`config.mk`:
```
export PLATFORM = sky130hd
export DESIGN_NAME = tdc_meas_ctrl
export DESIGN_NICKNAME = d
export VERILOG_FILES = /design/src/rtl/tdc_meas_ctrl.sv
export SDC_FILE = /design/constraint.sdc
export NUM_CORES = 1
export LEC_CHECK = 0
export CAP_MARGIN = 5
export CORE_ASPECT_RATIO = 1.1
export CORE_UTILIZATION = 35
export CTS_BUF_LIST = sky130_fd_sc_hd__clkbuf_2
export DETAILED_ROUTE_END_ITERATION = 7
export PLACE_DENSITY = 0.66
export SYNTH_ARGS = -nofsm -noshare
export SYNTH_HDL_FRONTEND = slang
export SYNTH_SLANG_ARGS = --single-unit
```
`constraint.sdc`:
```
create_clock -name clk -period 2.45 [get_ports clk]
set_input_delay 0.245 -clock clk [delete_from_list [all_inputs] [get_ports clk]]
set_output_delay 0.245 -clock clk [all_outputs]
set_load 0.005 [all_outputs]
```
`src/rtl/tdc_meas_ctrl.sv`:
```
// tdc_meas_ctrl: sequences one start/stop time-of-flight measurement around
// the TDC datapath, with per-wait timeout and host abort.
module tdc_meas_ctrl #(
    parameter int PULSE_W     = 4,
    parameter int STOP_DELAY  = 100,
    parameter int TIMEOUT_CYC = 1000000,
    parameter int CNT_W       = 16
) (
    input  logic             clk,
    input  logic             reset_n,
    input  logic             meas_req,
    input  logic             meas_abort,
    input  logic             TDC_stop,
    input  logic             AluTriger,
    input  logic             result_done,
    output logic             start_o,
    output logic             stop_o,
    output logic             read_req,
    output logic             busy,
    output logic             meas_done,
    output logic             timeout_err,
    output logic [2:0]       err_state,
    output logic [CNT_W-1:0] meas_cnt
);

    localparam int TW = $clog2(TIMEOUT_CYC + PULSE_W + STOP_DELAY + 1);
    localparam logic [TW-1:0] PULSE_LAST = TW'(PULSE_W - 1);
    localparam logic [TW-1:0] GAP_LAST   = TW'(STOP_DELAY - 1);
    localparam logic [TW-1:0] TMO_LAST   = TW'(TIMEOUT_CYC - 1);

    typedef enum logic [3:0] {
        IDLE, START_P, WAIT_T1, RD1, GAP,
        STOP_P, WAIT_T2, RD2, WAIT_RES
    } state_t;

    state_t        state;
    logic [TW-1:0] cnt;
    logic          wait_st;
    logic          event_hit;
    logic [2:0]    code;

    // Every timed wait shares one counter; only the awaited event differs.
    always_comb begin
        wait_st   = 1'b1;
        event_hit = 1'b0;
        code      = 3'd0;
        unique case (state)
            WAIT_T1: begin
                event_hit = TDC_stop;
                code      = 3'd1;
            end
            RD1: begin
                event_hit = AluTriger;
                code      = 3'd2;
            end
            WAIT_T2: begin
                event_hit = TDC_stop;
                code      = 3'd3;
            end
            RD2: begin
                event_hit = AluTriger;
                code      = 3'd4;
            end
            WAIT_RES: begin
                event_hit = result_done;
                code      = 3'd5;
            end
            default: wait_st = 1'b0;
        endcase
    end

    always_ff @(posedge clk or negedge reset_n) begin
        if (!reset_n) begin
            state       <= IDLE;
            cnt         <= '0;
            start_o     <= 1'b0;
            stop_o      <= 1'b0;
            read_req    <= 1'b0;
            busy        <= 1'b0;
            meas_done   <= 1'b0;
            timeout_err <= 1'b0;
            err_state   <= 3'd0;
            meas_cnt    <= '0;
        end else begin
            meas_done   <= 1'b0;
            timeout_err <= 1'b0;
            if (state != IDLE) cnt <= cnt + TW'(1);
            if (state != IDLE && meas_abort) begin
                state    <= IDLE;
                start_o  <= 1'b0;
                stop_o   <= 1'b0;
                read_req <= 1'b0;
                busy     <= 1'b0;
                cnt      <= '0;
            end else if (wait_st && !event_hit && cnt == TMO_LAST) begin
                state       <= IDLE;
                timeout_err <= 1'b1;
                err_state   <= code;
                read_req    <= 1'b0;
                busy        <= 1'b0;
                cnt         <= '0;
            end else begin
                unique case (state)
                    IDLE: if (meas_req) begin
                        state     <= START_P;
                        start_o   <= 1'b1;
                        busy      <= 1'b1;
                        err_state <= 3'd0;
                        cnt       <= '0;
                    end
                    START_P: if (cnt == PULSE_LAST) begin
                        state   <= WAIT_T1;
                        start_o <= 1'b0;
                        cnt     <= '0;
                    end
                    WAIT_T1: if (TDC_stop) begin
                        state    <= RD1;
                        read_req <= 1'b1;
                        cnt      <= '0;
                    end
                    RD1: if (AluTriger) begin
                        read_req <= 1'b0;
                        cnt      <= '0;
                        if (STOP_DELAY == 0) begin
                            state  <= STOP_P;
                            stop_o <= 1'b1;
                        end else begin
                            state <= GAP;
                        end
                    end
                    GAP: if (cnt == GAP_LAST) begin
                        state  <= STOP_P;
                        stop_o <= 1'b1;
                        cnt    <= '0;
                    end
                    STOP_P: if (cnt == PULSE_LAST) begin
                        state  <= WAIT_T2;
                        stop_o <= 1'b0;
                        cnt    <= '0;
                    end
                    WAIT_T2: if (TDC_stop) begin
                        state    <= RD2;
                        read_req <= 1'b1;
                        cnt      <= '0;
                    end
                    RD2: if (AluTriger) begin
                        state    <= WAIT_RES;
                        read_req <= 1'b0;
                        cnt      <= '0;
                    end
                    WAIT_RES: if (result_done) begin
                        state     <= IDLE;
                        meas_done <= 1'b1;
                        busy      <= 1'b0;
                        meas_cnt  <= meas_cnt + CNT_W'(1);
                        cnt       <= '0;
                    end
                    default: state <= IDLE;
                endcase
            end
        end
    end

endmodule

```
# Word level (Yosys, flattened, before mapping)
# Cells that the tools add are included.
[classes] add_sub_neg=2 eq_ne=27 muxes=52 bitwise=2 n_reduce_logical=23
[ops] operator="$mux W20" count=9
[ops] operator="$pmux W20 S6" count=1
[ops] operator="$mux W4" count=11
[ops] operator="$ne A4 B4 Y1 const B" count=9
[ops] operator="$pmux W4 S9" count=1
[ops] operator="$mux W1" count=21
[ops] operator="$add A20 B1 Y20 const B" count=1
[ops] operator="$eq A20 B2 Y1 const B" count=1
[ops] operator="$eq A20 B20 Y1 const B" count=1
[ops] operator="$eq A20 B7 Y1 const B" count=1
[ops] operator="$add A16 B1 Y16 const B" count=1
[ops] operator="$eq A4 B3 Y1 const B" count=4
[ops] operator="$pmux W3 S5" count=1
[ops] operator="$ne A3 B3 Y1 const B" count=4
[ops] operator="$reduce_and A4 Y1" count=3
[ops] operator="$reduce_bool A4 Y1" count=3
[ops] operator="$mux W3" count=3
[ops] operator="$reduce_and A3 Y1" count=3
[ops] operator="$reduce_and A9 Y1" count=1
[ops] operator="$eq A4 B2 Y1 const B" count=2
[ops] operator="$ne A4 B1 Y1 const B" count=2
[ops] operator="$pmux W1 S2" count=4
[ops] operator="$reduce_bool A3 Y1" count=2
[ops] operator="$reduce_or A2 Y1" count=3
[ops] operator="other kinds (10)" count=14
[word_totals] ff_bits=49 out_inout_bits=25

# Longest topological paths before layout
[logic_depth] depth_word=8 ltp_mapped=8 depth_no_buf=7

# Worst setup path before layout
# No wires, ideal clock.
[synth_path] path_kind="reg2reg" from="register state[0]" to="register err_state[2]" setup_ps=128 arrival_ps=2187 setup_slack_ps=135 stages_incl_launch_ff=9 synth_period_minus_slack_ps=2315 path_cell_list="dfrtp_1 buf_6 or4_1 buf_2 and2_4 or4_4 clkinv_4 mux2i_1 a211oi_2"
[synth_between] elab_chain_cells=8 elab_cells_between_ends=22 classes_between="5 x eq/ne; 4 x mux; 1 x bitwise; 12 x reduce/logical"
[synth_lines] element="start, declared" line_no="36" rtl="state_t state;"
[synth_lines] element="start signal, assigned" line_no="74" rtl="state <= IDLE;"
[synth_lines] element="start signal, assigned" line_no="89" rtl="state <= IDLE;"
[synth_lines] element="start signal, assigned" line_no="96" rtl="state <= IDLE;"
[synth_lines] element="$eq A4 B3 Y1 / $eq A4 B2 Y1 (equally long branches)" line_no="47" rtl="unique case (state)"
[synth_lines] element="$reduce_or A2 Y1 (no line)"
[synth_lines] element="$pmux W1 S3" line_no="47"
[synth_lines] element="$logic_not A1 Y1" line_no="95" rtl="end else if (wait_st && !event_hit && cnt == TMO_LAST) begin"
[synth_lines] element="$logic_and A1 B1 Y1 (2 in a row)" line_no="95"
[synth_lines] element="$reduce_bool A2 Y1 (no line)"
[synth_lines] element="$reduce_and A3 Y1 (no line)"
[synth_lines] element="end signal, assigned" line_no="98" rtl="err_state <= code;"
[synth_lines] element="end, declared" line_no="22" rtl="output logic [2:0] err_state,"
# Parallel ways exist; a longest one is shown, timed or not.
# A chain may end at the register's enable or synchronous reset.

# Worst setup path after layout
[layout_path] from="register cnt[13]" to="register state[1]"
[layout_between] elab_chain_cells=4 elab_cells_between_ends=16 classes_between="12 x eq/ne; 2 x mux; 2 x reduce/logical"
[layout_lines] element="start, declared" line_no="37" rtl="logic [TW-1:0] cnt;"
[layout_lines] element="start signal, assigned" line_no="87" rtl="if (state != IDLE) cnt <= cnt + TW'(1);"
[layout_lines] element="$eq A20 B20 Y1" line_no="95"
[layout_lines] element="$logic_and A1 B1 Y1" line_no="95"
[layout_lines] element="$ne A4 B4 Y1 (no line) / $mux W4 (equally long branches)"
[layout_lines] element="$reduce_and A9 Y1 (no line) / $mux W4 (equally long branches)"
[layout_lines] element="end signal, assigned" line_no="96"
[layout_lines] element="end signal, assigned" line_no="105" rtl="state <= START_P;"
[layout_lines] element="end signal, assigned" line_no="112" rtl="state <= WAIT_T1;"
# Parallel ways exist; a longest one is shown, timed or not.

==> flow_metrics.tcl <==
set metrics [dict create \
    antenna_found_initial 0 \
    fp.dieW_um 87.9 \
    port-buffer-count 31 \
    fin_skew_ns 0.0211 \
    synth_async_sr_flop_share_pct 100 \
    clock-sinks 49 \
    yosys.area_share.simple_pct 26.9 \
    synthMuxAreaShare_pct 1.10 \
    ios 32 \
    status "finished, final reports clean" \
    synth_top_family_by_area "simple AND/OR/NAND/NOR gates" \
    yosysWarningCount 0 \
    rsz0062_at_grt "no" \
    ys_ff_latch 49 \
    tns_ns 0 \
    grt_overflow 0 \
    power.switching_w 0.000947 \
    synth-edff-count 0 \
    ys_seq_area_share_pct 43.2 \
    drc 0 \
    gp_congestion 0.822 \
    ys_types 56 \
    synth_nets 330 \
    cts_root_buf "clkbuf_2" \
    vias 2612 \
    cts.clk_slew.worst_paths_ns 0.26 \
    fin_crit_sh_pct 95.0 \
    cts_buffer_depth 2 \
    grt_max_degree 28 \
    drt_iter0_drc 106 \
    crit_fanout 7 \
    synth_area_leader_cell "dfrtp_1" \
    area_growth_pct 25.2 \
    setup.worst_path.end_class "flip-flop" \
    path_class "flip-flop to flip-flop" \
    synthAdderAreaFrac_pct 0.881 \
    netlist_area_sq_um 2840 \
    p_sw_share_pct 37.3 \
    hold_path_class "input port to async pin" \
    synthXorXnorAreaFrac_pct 5.86 \
    drv_cap 0 \
    start_util_pct 36.1 \
    startpoint_type "flip-flop" \
    seq_power_share_pct 37.5 \
    slew_violations 0 \
    syn_inst 321 \
    max_clock_freq_mhz 429 \
    core_area_sq_um 7870 \
    clock_latency_ns 0.43 \
    rows 34 \
    htree_levels 2 \
    power.total_w 0.00254 \
    n_antenna_cell 0 \
    finalNetCount 384 \
    drive_above_1_share_pct 13.3 \
    p_per_area_nw_per_um2 714 \
    cts_buffers 5 \
    rrSetupSlack_ns 0.12 \
    ir_worst_vdd_uv 277 \
    grt_util_all_layers_pct 16.7 \
    routedWlPerCell_um 14.5 \
    synthTopCellsByArea "dfrtp_1, nand2_1, a21oi_1" \
    report.final.setup_viol 0 \
    cp.arrival_ns 2.70 \
    ant_nets 0 \
    worst_pin_slew_ns 0.405 \
    drt_pass1_iterations 4 \
    p_int_w 0.00159 \
    leakage_nw 1.48 \
    cp.required_ns 2.83 \
    pwr-share-comb_pct 41.4 \
    fin_crit_ns 2.33 \
    grt_pass1_wl_mm 11.0 \
    hold_viol_final 0 \
    synth_top_cell_area_share_pct 43.2 \
    tritoncts "yes" \
    slew_headroom_pct 72.8 \
    synth_area_per_cell_sq_um 8.84 \
    synth-compound-area-share_pct 17.8 \
    post-dp-hpwl_mm 5.13 \
    pwr-share-clk_pct 21.1 \
    post_drt_via_cell_ratio 5.40 \
    die_height_um 96.5 \
    ys.flop_type "dfrtp_1" \
    wirelength_mm 7.00 \
    die-area_sq_um 8480 \
    grt_pass1_vias 2328 \
]
cells by family after synthesis:
group                      Yosys count
AOI/OAI and AO/OA                   75
xor gates and xnor gates            19
adders and majority gates            2
buffers and inverters               28
DFF                                 49
muxes                                3
and+or+nand+nor                    145
worst max-delay path, cell delays in order, from the launching register on:
cell and delay [ns]:
dfrtp_1 0.46, or4_1 0.56, or2_1 0.27, o31a_1 0.33, or4_1 0.52, a21oi_1 0.15
metal layers:
metal  track usage, %  part of all wire [%]
met5                0                     0
met4             4.23                  0.93
met3             2.72                   3.6
met2             29.1                    50
met1             21.5                    46
final cells by class:
cell class	count	area, sq um
fill	790	4320
multi-input combinational	244	1490
sequential	49	1230
timing repair buffer	63	561
tap	108	135
clock inverter	3	65.1
inverter	12	50.0
clock buffer	5	25.0
placed cells by master, fill, tap and decap left out, types with 2 or more instances in the layout:
| master | instances |
|---|---|
| nor2_1 | 24 |
| nor3_1 | 14 |
| or3_1 | 4 |
| or4_4 | 2 |
| mux2i_1 | 2 |
| o21ai_0 | 7 |
| o21bai_1 | 2 |
| nor2b_1 | 2 |
| xor2_1 | 7 |
| clkdlybuf4s50_1 | 30 |
| ha_1 | 2 |
| xnor2_1 | 12 |
| o22ai_1 | 13 |
| or4_1 | 4 |
| nand2b_1 | 3 |
| clkbuf_2 | 5 |
| nand2_1 | 38 |
| nor4_1 | 9 |
| and3_1 | 5 |
| and4_1 | 2 |
| a211oi_1 | 3 |
| a21oi_1 | 22 |
| o21a_1 | 6 |
| and2_1 | 5 |
| inv_1 | 11 |
| a221oi_1 | 2 |
| bufinv_16 | 2 |
| o2111ai_1 | 2 |
| o31ai_1 | 3 |
| dfrtp_1 | 49 |
| nand4b_1 | 3 |
| o32ai_1 | 2 |
| nand3_1 | 13 |
| buf_4 | 30 |
| o31a_1 | 3 |
| nand4_1 | 8 |
flip-flops by register name, indices dropped and copies added, names as in the netlist:
signal / flops
cnt: 20
err_state: 3
busy: 1
stop_o: 1
meas_cnt: 16
timeout_err: 1
meas_done: 1
state: 4
start_o: 1
read_req: 1
synth_stat cells, types with 3 or more instances:
cell       n
and3_1     5
o31a_1     3
nor3_1    14
a211oi_1   3
o31ai_1    3
nand2_1   38
clkbuf_1  13
or4_1      4
o21a_1     6
and2_1     5
nor2_1    24
xor2_1     7
nand3_1   13
nand4b_1   3
nand4_1    8
nor4_1     9
dfrtp_1   49
or3_1      4
nand2b_1   3
nor2b_1    3
a21oi_1   22
o22ai_1   13
inv_1     11
xnor2_1   12
o21ai_0    7
worst paths after layout:
path / start / end / cells after the start
min in group clk: AluTriger / read_req$_DFFE_PN0P_ / 4
worst max register to register: cnt[13]$_DFF_PN0_ / state[1]$_DFFE_PN0P_ / 5
worst min register to register: meas_cnt[15]$_DFFE_PN0P_ / meas_cnt[15]$_DFFE_PN0P_ / 1
max in group asynchronous: reset_n / cnt[14]$_DFF_PN0_ / 3
worst max-delay path: cnt[13]$_DFF_PN0_ / state[1]$_DFFE_PN0P_ / 5
worst min-delay path: reset_n / meas_cnt[12]$_DFFE_PN0P_ / 2
stage by stage:
step / utilization, % / setup WS (ns) / hold slack [ns] / cell area [sq um] / cells
final: 45.2 / 0.121 / 0.193 / 3550 / 484
after CTS: 44.8 / 0.0275 / 0.183 / 3530 / 481
after detailed placement: 43.6 / 0.0726 / 0.161 / 3430 / 472
after floorplan: - / 0.135 / -0.0506 / 2840 / 321
after global routing: 45.2 / 0.0150 / 0.191 / 3550 / 484
after global placement: 43.6 / 0.134 / 0.156 / 3430 / 472
power by group through the flow:
stage | clock network [W] | registers (W) | logic, W
2_1_floorplan | 0 | 0.000933 | 0.000633
3_3_place_gp | 0 | 0.000962 | 0.00102
3_5_place_dp | 0 | 0.000967 | 0.00103
4_1_cts | 0.000556 | 0.000952 | 0.00104
5_1_grt | 0.000586 | 0.000962 | 0.00116
6_report | 0.000536 | 0.000952 | 0.00105
repair_timing:
item / CTS / global route
setup buffers: 0 / 3
resized for setup: 0 / 1
hold endpoints to repair: 13 / 0
setup endpoints to repair: 0 / 7
hold buffers: 1 / 0
(Power assumes the default switching activity.)
==> RTL change 1, RTL diff (same settings) <==
The parameter `TIMEOUT_CYC` goes from 1000000 to 2000000.
--- a/src/rtl/tdc_meas_ctrl.sv
+++ b/src/rtl/tdc_meas_ctrl.sv
@@ -4,5 +4,5 @@
     parameter int PULSE_W     = 4,
     parameter int STOP_DELAY  = 100,
-    parameter int TIMEOUT_CYC = 1000000,
+    parameter int TIMEOUT_CYC = 2000000,
     parameter int CNT_W       = 16
 ) (
Formal check against the unedited RTL: same outputs for any inputs over 10 cycles, from zero or initial values and one cycle with reset_n low; that may be too few to reach the edited logic, so the function may still have changed.
==> RTL change 1 against the unedited design <==
  * Worst setup slack better by 0.051 ns
  * Combinational power grew 4%
  * Final area decreased by 1.9%
  * Clock skew decreased by 0.0011 ns
  * Routed wire length rose by 3.1%
  * Maximum frequency rose by 2.2%
  * Total power grew 3.3%
  * Via count shrank 2.4%
  * Sequential cell count rose by 1
  * Sequential share of layout area is 1.5 points higher
  * Hold slack improved by 0.11 ns
  * Synthesized area up 2.0%
==> RTL change 1: results (changes against the unedited design) <==
Clock tree
• number of buffers added by the clock tree synthesis step: 5, unchanged
• number of H-tree levels: 2, unchanged
• Longest Clk Path Bufs: 2, unchanged
• buffers inserted during post-CTS setup optimization: 0, unchanged
• clock tree root driver cell: sky130_fd_sc_hd__clkbuf_2
• worst-skew pair later-pin latency: 0.44 ns
• clock transition at the registers of the reported paths: 0.27 ns

Logic synthesis
• area share of xor/xnor cells in the synthesized design: 0.0696, +0.0110
• total nets after synthesis: 322, -2.4%
• Netlist cell types: 49, -13%
• Ys Warns: 0, unchanged
• dominant register cell in the synthesized netlist: sky130_fd_sc_hd__dfrtp_1
• share of flip-flops with an asynchronous set or reset: 1.00, unchanged
• compound-cell area share of the yosys netlist: 0.127, -0.0501
• synthesized-area fraction occupied by adder cells: 0.00864, -0.000171
• most frequent cells after synthesis: 50 x sky130_fd_sc_hd__dfrtp_1, 36 x sky130_fd_sc_hd__nand2_1, 28 x sky130_fd_sc_hd__nor2_1
• register area share after synthesis: 0.432, about the same
• Synth area leaders: sky130_fd_sc_hd__dfrtp_1 43%, sky130_fd_sc_hd__xnor2_1 5.1%, sky130_fd_sc_hd__nand2_1 4.7%, sky130_fd_sc_hd__nor2_1 3.6%, sky130_fd_sc_hd__nand4_1 3.2%
• mux share of post-synthesis cell area: 0.0182, +0.00713

Status
• result of the run: completed

Global route
• maximum number of pins on one net before global-route repair: 27, -3.6%
• aggregate global-route resource usage: 0.175, +0.00741
• global-route wire length before repair: 11.9 mm, +8.0%
• initial antenna violation count: 0, unchanged
• via count of the first global-routing pass: 2447, +5.1%

Hold path
• type of the worst min-delay path: input port to async pin

Power
• Max rail drop VDD: 0.000288 V, +4.1%
• Static Leak: 1.44 nW, -2.8%

Route
• drt first-iter violations: 189, +78%
• Vias: 2549, -2.4%
• Detailed Routing Iterations Pass 1: 5, +1
• wirelength, routed: 7.22 mm, +3.1%

Placement
• post-placement worst setup slack: 0.142 ns, +0.0689 ns
• RePlAce Congestion: 0.836, +1.6%
• input/output buffers: 31, unchanged
• total placed instance area: 3370 sq um, -1.7%
• DPL Wire Length: 5.12 mm, -0.27%

Critical path
• crit-path max FO: 5, -2
• cell family with the largest share of critical-path delay: simple AND/OR/NAND/NOR gates
• slowest cell delay on critical path: 0.47 ns, -0.09 ns
• slowest stage cell, crit path: sky130_fd_sc_hd__or4_1

Layout
• count of filler cells inserted in the layout: 785, -0.63%
• diode insertion count for antenna repair: 0, unchanged
• Final nets: 360, -6.3%
• fraction of final layout cells sized beyond drive strength 1: 0.125, -0.00798
• multi-input gate area in the final layout: 1550 sq um, +3.8%
• largest registers ranked by flip-flop count: cnt (21), meas_cnt (16), state (4)

Timing
• Worst Tran Pin Value: 0.658 ns, +0.253 ns
• Final Skew: 0.0200 ns, -0.00108 ns

[RTL change 1: cell type report]
cell class,instances,share of cell area
sequential,50,0.360
inverter,5,0.00538
clock buffer,5,0.00718
tap,108,0.0388
multi-input combinational,242,0.444
timing repair buffer,47,0.126
clock inverter,3,0.0183
[RTL change 1: path summary, 6_finish.rpt]
path | startpoint | endpoint | slack (ns) | depth (start not counted)
min in group clk | AluTriger | state[3] | 0.44 | 3
hold reg to reg | meas_cnt[15] | meas_cnt[15] | 0.50 | 1
setup reg to reg | cnt[0] | state[0] | 0.17 | 7
hold / removal | reset_n | meas_cnt[6] | 0.30 | 2
setup / recovery | cnt[0] | state[0] | 0.17 | 7
max in group asynchronous | reset_n | cnt[0] | 1.57 | 3
[RTL change 1: metal layers]
layer  track usage  vias up  wire length, um
li1              -     1210                -
met4        0.0484        0               81
met1         0.247     1242             3320
met2         0.267       90             3420
met5             0        -                0
met3        0.0374        7              394
[RTL change 1: cells by family after synthesis]
group,Yosys count
simple gates,158
mux,5
buf+inv,21
fa+ha+maj,2
xor+xnor,23
flops,50
compound gates,54
[RTL change 1: what timing repair did]
| item | 4_1_cts | 5_1_grt |
|---|---|---|
| hold buffers | 1 | 0 |
| endpoints found under the setup margin | 0 | 4 |
| endpoints found under the hold margin | 25 | 0 |
| gates resized for setup | 0 | 4 |
[RTL change 1: per-stage QoR]
| step | power [mW] | std cells | setup TNS [ns] | hold slack [ns] |
|---|---|---|---|---|
| after floorplan | 1.71 | 313 | 0 | -0.0506 |
| after global placement | 2.02 | 451 | 0 | 0.313 |
| after detailed placement | 2.05 | 451 | 0 | 0.317 |
| after CTS | 2.60 | 460 | 0 | 0.322 |
| after global routing | 2.79 | 460 | -0.0178 | 0.355 |
| final | 2.62 | 460 | 0 | 0.302 |
[RTL change 1: power by group]
part	leakage (nW)	total, mW	switching, mW	internal, mW
Combinational	0.701	1.09	0.644	0.442
Clock	0.0506	0.548	0.277	0.271
Sequential	0.686	0.988	0.0945	0.894
Total	1.44	2.62	1.02	1.61
==> RTL change 2, RTL diff (same settings) <==
Without the edit above. Put one more register stage on the output `err_state`, with the module's reset. The value now appears one clock later. The other outputs are not delayed to match.
--- a/src/rtl/tdc_meas_ctrl.sv
+++ b/src/rtl/tdc_meas_ctrl.sv
@@ -33,4 +33,6 @@
         STOP_P, WAIT_T2, RD2, WAIT_RES
     } state_t;
+
+    logic [2:0] err_state_s0;
 
     state_t        state;
@@ -80,5 +82,5 @@
             meas_done   <= 1'b0;
             timeout_err <= 1'b0;
-            err_state   <= 3'd0;
+            err_state_s0 <= 3'd0;
             meas_cnt    <= '0;
         end else begin
@@ -96,5 +98,5 @@
                 state       <= IDLE;
                 timeout_err <= 1'b1;
-                err_state   <= code;
+                err_state_s0 <= code;
                 read_req    <= 1'b0;
                 busy        <= 1'b0;
@@ -106,5 +108,5 @@
                         start_o   <= 1'b1;
                         busy      <= 1'b1;
-                        err_state <= 3'd0;
+                        err_state_s0 <= 3'd0;
                         cnt       <= '0;
                     end
@@ -162,4 +164,12 @@
     end
 
+    always_ff @(posedge clk or negedge reset_n) begin
+        if (!reset_n) begin
+            err_state <= '0;
+        end else begin
+            err_state <= err_state_s0;
+        end
+    end
+
 endmodule
 
Check against the original RTL: same outputs for any inputs over 10 cycles, from zero or initial values and one cycle with reset_n low; that may be too few to reach the edited logic, so the function may still have changed.
==> RTL change 2 against the unedited design <==
  * Total power grew 2.7%
  * Critical path depth grew 2
  * Final area shrank 0.39%
  * Non-clock buffer count shrank 8
  * Worst setup slack gained 0.047 ns
  * Routed wire length shrank 8.1%
  * Synthesized area grew 1.1%
  * Sequential cell count grew 3
  * Clock skew shrank 0.0066 ns
==> RTL change 2: results (changes against the unedited design) <==
Status
• result of the run: completed

Power
• Static Leak: 1.50 nW, +1.3%
• Max rail drop VDD: 0.000293 V, +6.0%
• net switching power figure: 0.998 mW, +5.4%

Placement
• total placed instance area: 3430 sq um, about the same
• DPL Wire Length: 4.84 mm, -5.7%
• post-placement worst setup slack: 0.0284 ns, -0.0441 ns
• RePlAce Congestion: 0.821, -0.15%
• input/output buffers: 31, unchanged

Route
• Vias: 2442, -6.5%
• uppermost metal layer occupied by signal nets: met4
• Routed WL per cell: 14.0 um, -3.5%
• Detail Route met2 WL: 3.18 mm, -9.1%
• Detailed Routing Iterations Pass 1: 4, unchanged
• wire length on met1: 3.00 mm, -6.0%
• met3 wirelength from detailed routing: 242 um, -3.6%
• drt first-iter violations: 110, +3.8%

Logic synthesis
• Ys Warns: 0, unchanged
• share of flip-flops with an asynchronous set or reset: 1.00, unchanged
• most frequent cells after synthesis: 52 x sky130_fd_sc_hd__dfrtp_1, 39 x sky130_fd_sc_hd__nand2_1, 28 x sky130_fd_sc_hd__nand3_1
• Synth area leaders: sky130_fd_sc_hd__dfrtp_1 45%, sky130_fd_sc_hd__nand2_1 5.1%, sky130_fd_sc_hd__nand3_1 4.9%, sky130_fd_sc_hd__nor2_1 3.3%, sky130_fd_sc_hd__xnor2_1 2.7%
• total nets after synthesis: 311, -5.8%
• register area share after synthesis: 0.454, +0.0216
• Netlist cell types: 61, +8.9%

Clock tree
• clock transition at the registers of the reported paths: 0.26 ns, about the same
• worst-skew pair later-pin latency: 0.43 ns, about the same
• number of H-tree levels: 2, unchanged
• Longest Clk Path Bufs: 2, unchanged
• number of buffers added by the clock tree synthesis step: 5, unchanged
• clock tree root driver cell: sky130_fd_sc_hd__clkbuf_2

Global route
• initial antenna violation count: 0, unchanged
• GR Overflow Total: 0, unchanged
• global-route wire length before repair: 11.2 mm, +1.6%
• maximum number of pins on one net before global-route repair: 30, +7.1%
• aggregate global-route resource usage: 0.165, -0.00237
• via count of the first global-routing pass: 2308, -0.86%

Layout
• Final nets: 361, -6.0%
• diode insertion count for antenna repair: 0, unchanged
• largest registers ranked by flip-flop count: cnt (20), meas_cnt (16), state (4)
• count of filler cells inserted in the layout: 752, -4.8%
• fraction of final layout cells sized beyond drive strength 1: 0.170, +0.0370

Critical path
• crit-path max FO: 8, +1
• Worst Path Arrival: 2.66 ns, -0.04 ns

Timing
• Final Skew: 0.0144 ns, -0.00664 ns
• Worst Tran Pin Value: 0.573 ns, +0.169 ns

Hold path
• type of the worst min-delay path: input port to async pin

-- RTL change 2: cell count changes after synthesis, sizes merged, moves of 5 or more --
cell and change:
a21oi -10, clkbuf -6, inv -8, nand3 +15
nor3 -5, nor4 -5, o21a -6, o21ai +6
o22ai -13
-- RTL change 2: cell type report --
class | count | area share
Inverter | 3 | 0.00318
Clock inverter | 3 | 0.0120
Multi-Input combinational cell | 235 | 0.429
Sequential cell | 52 | 0.369
Timing Repair Buffer | 55 | 0.141
Tap cell | 108 | 0.0382
Clock buffer | 5 | 0.00707
-- RTL change 2: per-layer routing --
layer	up-vias	global-route usage
li1	1187	-
met2	56	0.260
met3	2	0.0299
met4	0	0.0459
met1	1197	0.230
met5	-	0
-- RTL change 2: cell families (layout without fill, tap and decap cells) --
| group | Yosys count | count (layout) | share of synthesized area |
|---|---|---|---|
| buf+inv | 15 | 66 | 0.0257 |
| fa+ha+maj | 2 | 2 | 0.00872 |
| compound gates | 46 | 46 | 0.109 |
| mux | 4 | 4 | 0.0148 |
| flops | 52 | 52 | 0.454 |
| simple gates | 164 | 164 | 0.323 |
| xor+xnor | 19 | 19 | 0.0659 |
-- RTL change 2: path summary, 6_finish.rpt --
path	slack (ns)	from	to	depth (start not counted)
worst max-delay path	0.17	state[3]	cnt[17]	7
worst min-delay path	0.29	reset_n	err_state_s0[1]	2
worst max register to register	0.17	state[3]	cnt[17]	7
worst min register to register	0.42	err_state_s0[1]	err_state[1]	0
max in group asynchronous	1.60	reset_n	cnt[0]	3
min in group clk	0.42	err_state_s0[1]	err_state[1]	0
-- RTL change 2: power groups by stage --
| stage | sequential [mW] | clock [mW] | combinational, mW |
|---|---|---|---|
| after floorplan | 1.00 | 0 | 0.707 |
| after global placement | 1.05 | 0 | 1.07 |
| after detailed placement | 1.06 | 0 | 1.08 |
| after CTS | 1.05 | 0.460 | 1.08 |
| after global routing | 1.07 | 0.497 | 1.23 |
| final | 1.05 | 0.446 | 1.11 |
-- RTL change 2: per-stage QoR --
step            util  std cells
5_1_grt        0.448        461
4_1_cts        0.445        461
3_3_place_gp   0.434        452
6_report       0.448        461
2_1_floorplan      -        302
3_5_place_dp   0.434        452
-- RTL change 2: critical path, stage by stage, from the launching register on --
cell	delay (ns)
sky130_fd_sc_hd__dfrtp_2	0.51
sky130_fd_sc_hd__buf_4	0.18
sky130_fd_sc_hd__or4_1	0.51
sky130_fd_sc_hd__nand2_1	0.25
sky130_fd_sc_hd__o211ai_4	0.17
sky130_fd_sc_hd__buf_4	0.19
sky130_fd_sc_hd__or3_1	0.33
sky130_fd_sc_hd__o21ai_0	0.08
-- RTL change 2: repair_timing --
item / 4_1_cts / 5_1_grt
endpoints found under the setup margin: 1 / 8
buffers inserted: 0 / 0
resized for setup: 2 / 7
hold endpoints to repair: 23 / 0
hold buffers: 1 / 0
